**config.mk**
```make
export PLATFORM = sky130hd
export DESIGN_NAME = gf_mult_feeder
export DESIGN_NICKNAME = d
export VERILOG_FILES = /design/src/rtl/gf_pkg.sv /design/src/rtl/gf_pair_fifo.sv /design/src/rtl/gf_mult_feeder.sv
export SDC_FILE = /design/constraint.sdc
export NUM_CORES = 1
export LEC_CHECK = 0
export ABC_AREA = 1
export ABC_CLOCK_PERIOD_IN_PS = 4740
export CAP_MARGIN = 5
export CORE_UTILIZATION = 45
export CTS_BUF_LIST = sky130_fd_sc_hd__clkbuf_8
export CTS_CLUSTER_DIAMETER = 100
export DETAILED_ROUTE_END_ITERATION = 16
export PLACE_DENSITY = 0.73
export SYNTH_ARGS = -nofsm -noshare
export SYNTH_HDL_FRONTEND = slang
export SYNTH_SLANG_ARGS = --single-unit
```
**constraint.sdc**
```tcl
create_clock -name clk -period 4.74 [get_ports clk]
set_input_delay 0.948 -clock clk [delete_from_list [all_inputs] [get_ports clk]]
set_output_delay 0.948 -clock clk [all_outputs]
set_load 0.01 [all_outputs]
```
**src/rtl/gf_pkg.sv**
```systemverilog
// Shared constants and types for the GF(2^M) multiplier operand feeder.
// Build option: GF_FEED_BYPASS_EN (see gf_mult_feeder).
package gf_pkg;

   localparam int unsigned GF_M = 8;

   typedef enum logic {
      IDLE  = 1'b0,
      SHIFT = 1'b1
   } gf_state_t;

   typedef struct packed {
      logic [1:GF_M] a;
      logic [1:GF_M] b;
   } gf_pair_t;

   localparam int unsigned GF_PAIR_W = $bits(gf_pair_t);

endpackage

```
**src/rtl/gf_pair_fifo.sv**
```systemverilog
// Small operand-pair FIFO (power-of-two depth) with registered full/empty
// and a combinational look-ahead of next-cycle fullness.
module gf_pair_fifo
   import gf_pkg::*;
#(
   parameter int unsigned DEPTH = 2
) (
   input  logic     clk,
   input  logic     rst_n,
   input  logic     push,
   input  logic     pop,
   input  gf_pair_t wr_data,
   output gf_pair_t rd_data_c,
   output logic     empty,
   output logic     full,
   output logic     full_nxt_c
);

   localparam int unsigned PTR_W = (DEPTH > 1) ? $clog2(DEPTH) : 1;
   localparam int unsigned CNT_W = $clog2(DEPTH + 1);

   gf_pair_t               mem_q [DEPTH];
   gf_pair_t               mem_d [DEPTH];
   logic     [PTR_W-1:0]   wr_ptr_q, wr_ptr_d;
   logic     [PTR_W-1:0]   rd_ptr_q, rd_ptr_d;
   logic     [CNT_W-1:0]   count_q, count_d;
   logic                   empty_q, empty_d;
   logic                   full_q, full_d;
   logic                   do_push, do_pop;

   // Next-state: pointers wrap naturally because DEPTH is a power of two.
   always_comb begin
      mem_d    = mem_q;
      wr_ptr_d = wr_ptr_q;
      rd_ptr_d = rd_ptr_q;
      do_push  = push && !full_q;
      do_pop   = pop && !empty_q;

      if (do_push) begin
         mem_d[wr_ptr_q] = wr_data;
         wr_ptr_d        = wr_ptr_q + PTR_W'(1);
      end
      if (do_pop) begin
         rd_ptr_d = rd_ptr_q + PTR_W'(1);
      end

      count_d = count_q + CNT_W'(do_push) - CNT_W'(do_pop);
      empty_d = (count_d == CNT_W'(0));
      full_d  = (count_d == CNT_W'(DEPTH));
   end

   always_ff @(posedge clk or negedge rst_n) begin
      if (!rst_n) begin
         mem_q    <= '{default: '0};
         wr_ptr_q <= '0;
         rd_ptr_q <= '0;
         count_q  <= '0;
         empty_q  <= 1'b1;
         full_q   <= 1'b0;
      end else begin
         mem_q    <= mem_d;
         wr_ptr_q <= wr_ptr_d;
         rd_ptr_q <= rd_ptr_d;
         count_q  <= count_d;
         empty_q  <= empty_d;
         full_q   <= full_d;
      end
   end

   assign rd_data_c  = mem_q[rd_ptr_q];
   assign empty      = empty_q;
   assign full       = full_q;
   assign full_nxt_c = full_d;

endmodule

```
**src/rtl/gf_mult_feeder.sv**
```systemverilog
// Operand feeder for the GF(2^M) systolic multiplier: holds A in parallel and
// serialises B MSB-first with first/last framing. Option: GF_FEED_BYPASS_EN.
module gf_mult_feeder
   import gf_pkg::*;
#(
   parameter int unsigned M     = GF_M,
   parameter int unsigned DEPTH = 2
) (
   input  logic       clk,
   input  logic       rst,
   input  logic       in_valid,
   output logic       in_ready,
   input  logic [1:M] a_in,
   input  logic [1:M] b_in,
   output logic       v_out,
   output logic [1:M] a_out,
   output logic       b_bit,
   output logic       first,
   output logic       last,
   output logic [1:8] op_count
);

   localparam int unsigned CNT_W = $clog2(M + 1);
   localparam logic [CNT_W-1:0] CNT_ONE  = CNT_W'(1);
   localparam logic [CNT_W-1:0] CNT_LAST = CNT_W'(M);

   gf_state_t          state_q, state_d;
   logic [1:M]         a_reg_q, a_reg_d;
   logic [1:M]         b_sh_q, b_sh_d;
   logic [CNT_W-1:0]   cnt_q, cnt_d;

   logic               in_ready_q, in_ready_d;
   logic               v_out_q, v_out_d;
   logic [1:M]         a_out_q, a_out_d;
   logic               b_bit_q, b_bit_d;
   logic               first_q, first_d;
   logic               last_q, last_d;
   logic [1:8]         op_count_q, op_count_d;

   gf_pair_t           wr_pair;
   gf_pair_t           fifo_rd_c;
   gf_pair_t           ld_pair_c;
   logic               fifo_empty, fifo_full, fifo_full_nxt_c;
   logic               fifo_push_c, fifo_pop_c;
   logic               bypass_c, load_c;

   assign wr_pair = '{a: a_in, b: b_in};

   gf_pair_fifo #(
      .DEPTH (DEPTH)
   ) u_fifo (
      .clk        (clk),
      .rst_n      (rst),
      .push       (fifo_push_c),
      .pop        (fifo_pop_c),
      .wr_data    (wr_pair),
      .rd_data_c  (fifo_rd_c),
      .empty      (fifo_empty),
      .full       (fifo_full),
      .full_nxt_c (fifo_full_nxt_c)
   );

   // Sequencing: load from FIFO (or bypass), then shift B out over M cycles.
   always_comb begin
`ifdef GF_FEED_BYPASS_EN
      bypass_c = (state_q == IDLE) && fifo_empty && in_valid && in_ready_q;
`else
      bypass_c = 1'b0;
`endif
      fifo_push_c = in_valid && in_ready_q && !fifo_full && !bypass_c;
      fifo_pop_c  = 1'b0;
      load_c      = 1'b0;
      ld_pair_c   = fifo_rd_c;
      state_d     = state_q;
      a_reg_d     = a_reg_q;
      b_sh_d      = b_sh_q;
      cnt_d       = cnt_q;

      unique case (state_q)
         IDLE: begin
            if (!fifo_empty) begin
               load_c     = 1'b1;
               fifo_pop_c = 1'b1;
            end else if (bypass_c) begin
               load_c    = 1'b1;
               ld_pair_c = wr_pair;
            end
         end
         SHIFT: begin
            if (cnt_q == CNT_LAST) begin
               if (!fifo_empty) begin
                  load_c     = 1'b1;
                  fifo_pop_c = 1'b1;
               end else begin
                  state_d = IDLE;
               end
            end else begin
               b_sh_d = {b_sh_q[2:M], 1'b0};
               cnt_d  = cnt_q + CNT_ONE;
            end
         end
         default: state_d = IDLE;
      endcase

      if (load_c) begin
         state_d = SHIFT;
         a_reg_d = ld_pair_c.a;
         b_sh_d  = ld_pair_c.b;
         cnt_d   = CNT_ONE;
      end
   end

   // Output stage: one register behind the shifter so every port is a flop.
   always_comb begin
      v_out_d    = (state_q == SHIFT);
      a_out_d    = v_out_d ? a_reg_q : '0;
      b_bit_d    = v_out_d && b_sh_q[1];
      first_d    = v_out_d && (cnt_q == CNT_ONE);
      last_d     = v_out_d && (cnt_q == CNT_LAST);
      op_count_d = op_count_q + 8'(last_q);
      in_ready_d = !fifo_full_nxt_c;
   end

   always_ff @(posedge clk or negedge rst) begin
      if (!rst) begin
         state_q    <= IDLE;
         a_reg_q    <= '0;
         b_sh_q     <= '0;
         cnt_q      <= '0;
         in_ready_q <= 1'b0;
         v_out_q    <= 1'b0;
         a_out_q    <= '0;
         b_bit_q    <= 1'b0;
         first_q    <= 1'b0;
         last_q     <= 1'b0;
         op_count_q <= '0;
      end else begin
         state_q    <= state_d;
         a_reg_q    <= a_reg_d;
         b_sh_q     <= b_sh_d;
         cnt_q      <= cnt_d;
         in_ready_q <= in_ready_d;
         v_out_q    <= v_out_d;
         a_out_q    <= a_out_d;
         b_bit_q    <= b_bit_d;
         first_q    <= first_d;
         last_q     <= last_d;
         op_count_q <= op_count_d;
      end
   end

   assign in_ready = in_ready_q;
   assign v_out    = v_out_q;
   assign a_out    = a_out_q;
   assign b_bit    = b_bit_q;
   assign first    = first_q;
   assign last     = last_q;
   assign op_count = op_count_q;

endmodule
```
==> flow_metrics.env <==
export IMPL_status="finished, final reports clean"
export IMPL_via_per_inst=4.857
export IMPL_cts_setup_buffers=0
export IMPL_totalNegativeSetupSlack_ns=0
export IMPL_grt_pass1_vias=2270
export IMPL_synth_compound_area_share_pct=7.518
export IMPL_die_x_um=89.29
export IMPL_synthFlopType="dfrtp_1"
export IMPL_cts_tree="yes"
export IMPL_worstMarginPinSlew_ns=0.9759
export IMPL_rsz0062_at_grt="false"
export IMPL_path_class="flop to flop"
export IMPL_drt_iter0_drc=189
export IMPL_fin_crit_ns=2.510
export IMPL_synthCells=370
export IMPL_yosysUniqueCellTypes=29
export IMPL_setup_viol=0
export IMPL_vias=2472
export IMPL_r2r_cells=13
export IMPL_clk_latency_ns=0.35
export IMPL_cp_common_cell="inv_1"
export IMPL_whs_endpoint="a_out[2]$_DFF_PN0_"
export IMPL_crit_path_max_fanout=21
export IMPL_fin_nets=431
export IMPL_yosysMostFrequentCell="nand2_1"
export IMPL_grt_overflow=0
export IMPL_core_area_mm2=0.007292
export IMPL_synth_top_family_by_area="simple AND/OR/NAND/NOR gates"
export IMPL_cts_resized=0
export IMPL_grt_pass1_wl_mm=10.74
export IMPL_wirelength_mm=6.255
export IMPL_synth_edff_count=0
export IMPL_die_h_um=89.29
export IMPL_ioPinCount=40
export IMPL_antenna_found_initial=0
export IMPL_start_util_pct=47.01
export IMPL_fin_skew_ns=0.008562
export IMPL_p_per_area_mw_per_mm2=611.4
export IMPL_dp_cells=493
export IMPL_cp_start_kind="flop"
export IMPL_pwr_share_seq_pct=46.9
export IMPL_clockPowerShare_pct=20.3
export IMPL_synth_mux_area_share_pct=0
export IMPL_hold_viol_final=0
export IMPL_postPlaceCellArea_mm2=0.003826
export IMPL_slew_headroom_pct=34.94
export IMPL_sw_frac_of_total_pct=36.15
export IMPL_drc=0
export IMPL_synth_seq_cells=80
export IMPL_final_max_slew_viol_count=0
export IMPL_syn_nets=396
export IMPL_grt_max_degree=81
export IMPL_rr_endpoint="in_ready$_DFF_PN0_"
export IMPL_ctsHtreeMaxLevel=3
export IMPL_clk_pin_slew_worst_paths_ns=0.08
export IMPL_critical_path_endpoint_type="flop"
export IMPL_diodes=0
export IMPL_areaGrowthSynthToFinish_pct=17.41
export IMPL_synth_fa_ha_area_share_pct=2.555
export IMPL_netlist_area_mm2=0.003428
export IMPL_port_buffers=39
export IMPL_p_leak_uw=0.002031
export IMPL_routedWlPerCell_um=12.29
export IMPL_place_ws_ns=2.236
export IMPL_critPathMaxStageDelay_ns=0.42
export IMPL_synth_top_cell_by_area="dfrtp_1"
export IMPL_vdd_drop_max_mv=0.2629
export IMPL_crit_arrival_ns=2.74
export IMPL_ys_seq_area_share_pct=58.43
export IMPL_critPathBufInv=4
export IMPL_synthSimpleGateAreaFrac_pct=22.01
export IMPL_antenna_left=0
export IMPL_synth_area_leaders="dfrtp_1 (58%), nand2_1 (13%), o21ai_0 (5.5%)"
export IMPL_cp_required_ns=4.97
export IMPL_netSwitchingPower_uw=889.8
export IMPL_yosysWarnings=0
export IMPL_p_int_uw=1571
export IMPL_async_flop_share_pct=100.0
export IMPL_avgSynthCellArea_um2=9.266
export IMPL_drv_cap=0
export IMPL_fin_ws_ns=2.230
export IMPL_path_cells="inv_1 -> ha_1 -> nand3_2 -> nand2_4 -> nand2_2 -> inv_1 -> ha_1 -> inv_1 -> ha_1 -> inv_1 -> nand2_1 -> nand2_1 -> nand2_1"
export IMPL_drtPass1Iterations=5
export IMPL_r2r_start="cnt_q[0]$_DFFE_PN0P_"
export IMPL_worstHoldStart="a_reg_q[2]$_DFFE_PN0N_"
export IMPL_crit_slowest_cell="dfrtp_1"
export IMPL_drive_gt1_share_pct=7.073
export IMPL_pwr_share_comb_pct=32.9
export IMPL_fp_row_count=31
export IMPL_place_congestion=0.7575
export IMPL_cts_buffers=9
export IMPL_min_path_cells=2
export IMPL_synth_cells_most_frequent="nand2_1 (116), dfrtp_1 (79), o21ai_0 (38)"
export IMPL_clock_fmax_mhz=398.4
export IMPL_ff2ff_setup_slack_ns=2.23
export IMPL_finalCritPeriodShare_pct=52.96
export IMPL_root_buffer="clkbuf_8"
export IMPL_dpl_hpwl_mm=4.166
export IMPL_die_area_mm2=0.007972
export IMPL_final_cells=509
export IMPL_clockBufferDepth=2
export IMPL_min_path_type="flop to flop"
export IMPL_cp_top_family="simple AND/OR/NAND/NOR gates"
export IMPL_hold_buffers=0
export IMPL_postLayoutCellArea_mm2=0.004025
export IMPL_cts_sink_count=80
export IMPL_synth_top_area_share_pct=57.66
export IMPL_grt_usage_pct=18.38
export IMPL_synth_xor_area_share_pct=1.533
## worst min-delay path: stages, from the launching register on
cell and delay [ns]:
dfrtp_1 0.34, nand2_1 0.05, inv_1 0.04
## power groups by stage
stage | registers, uW | logic, uW | clock network, uW
floorplan | 1110 | 600 | 0
finish | 1150 | 809 | 499
global route | 1190 | 934 | 546
global placement | 1150 | 783 | 0
CTS | 1150 | 823 | 515
detailed placement | 1170 | 819 | 0
## cells in the final DEF (no fill, tap or decap)
cell type        synthesis  layout
nand2_1                116     116
xnor2_1                  1       1
nor2_1                   6       6
xor2_1                   5       5
inv_2                    2       2
inv_1                   37      39
nor2_4                   1       1
clkinv_2                 0       2
nand2_2                  1       1
nand3_2                  1       1
ha_1                     7       7
nand4_1                  2       2
o21ai_1                  9       9
clkbuf_8                 0      11
nor2_8                   1       1
o21ai_0                 38      38
inv_4                    2       2
dfstp_2                  1       1
clkdlybuf4s50_1          0      38
or2_2                    1       1
nand3b_1                 3       3
nand2_4                  2       2
buf_4                    1       1
a21oi_1                  1       1
o21ai_2                  2       2
dfrtp_1                 79      79
bufinv_16                0       1
nor3_1                   2       2
nand3_1                 35      35
## cells by family (layout without fill, tap and decap cells)
kind of cell / Yosys count / after routing
buf+inv: 56 / 96
compound gates: 50 / 50
simple gates: 171 / 171
xor+xnor: 6 / 6
fa+ha+maj: 7 / 7
flops: 80 / 80
## flip-flops by register name (all words and copies together) (netlist names)
| signal | flops |
|---|---|
| u_fifo.full | 1 |
| b_sh_q | 8 |
| v_out | 1 |
| in_ready | 1 |
| a_out | 8 |
| b_bit | 1 |
| u_fifo.mem_q | 32 |
| u_fifo.count_q | 2 |
| a_reg_q | 8 |
| u_fifo.empty | 1 |
| first | 1 |
| u_fifo.rd_ptr_q | 1 |
| last | 1 |
| state_q | 1 |
| cnt_q | 4 |
| u_fifo.wr_ptr_q | 1 |
| op_count | 8 |
## layer usage
layer | up-vias | global-route usage [%] | wire [um]
li1 | 1241 | - | -
met1 | 1162 | 25.12 | 3067
met2 | 60 | 27.83 | 2811
met3 | 9 | 3.601 | 245
met4 | 0 | 9.957 | 130
met5 | - | 0 | 0
## through the flow
stage                     utilization, %  power (uW)  hold slack (ns)
final                              55.20        2461           0.4637
after global routing               55.20        2669           0.4950
after CTS                          55.20        2491           0.4657
after detailed placement           52.47        1985           0.4501
after global placement             52.47        1935           0.4543
after floorplan                        -        1710           0.4365
## area by class of cell
type / count / area, um^2
fill: 698 / 3267
sequential: 80 / 2003
multi-input combinational: 234 / 1152
timing repair buffer: 39 / 387.9
inverter: 41 / 158.9
clock buffer: 11 / 151.4
tap: 99 / 123.9
clock inverter: 5 / 47.55
## worst max path at each step
stage / from / end / slack, ns / cells past startpoint
finish: cnt_q[0]$_DFFE_PN0P_ / in_ready$_DFF_PN0_ / 2.23 / 13
global route: cnt_q[0]$_DFFE_PN0P_ / u_fifo.empty$_DFF_PN1_ / 1.98 / 13
floorplan: cnt_q[0]$_DFFE_PN0P_ / in_ready$_DFF_PN0_ / 2.80 / 14
detailed placement: cnt_q[0]$_DFFE_PN0P_ / in_ready$_DFF_PN0_ / 2.24 / 13
global placement: state_q$_DFF_PN0_ / in_ready$_DFF_PN0_ / 2.36 / 10
CTS: cnt_q[0]$_DFFE_PN0P_ / in_ready$_DFF_PN0_ / 2.23 / 13
Note: power is estimated with default switching activity, not from simulation.
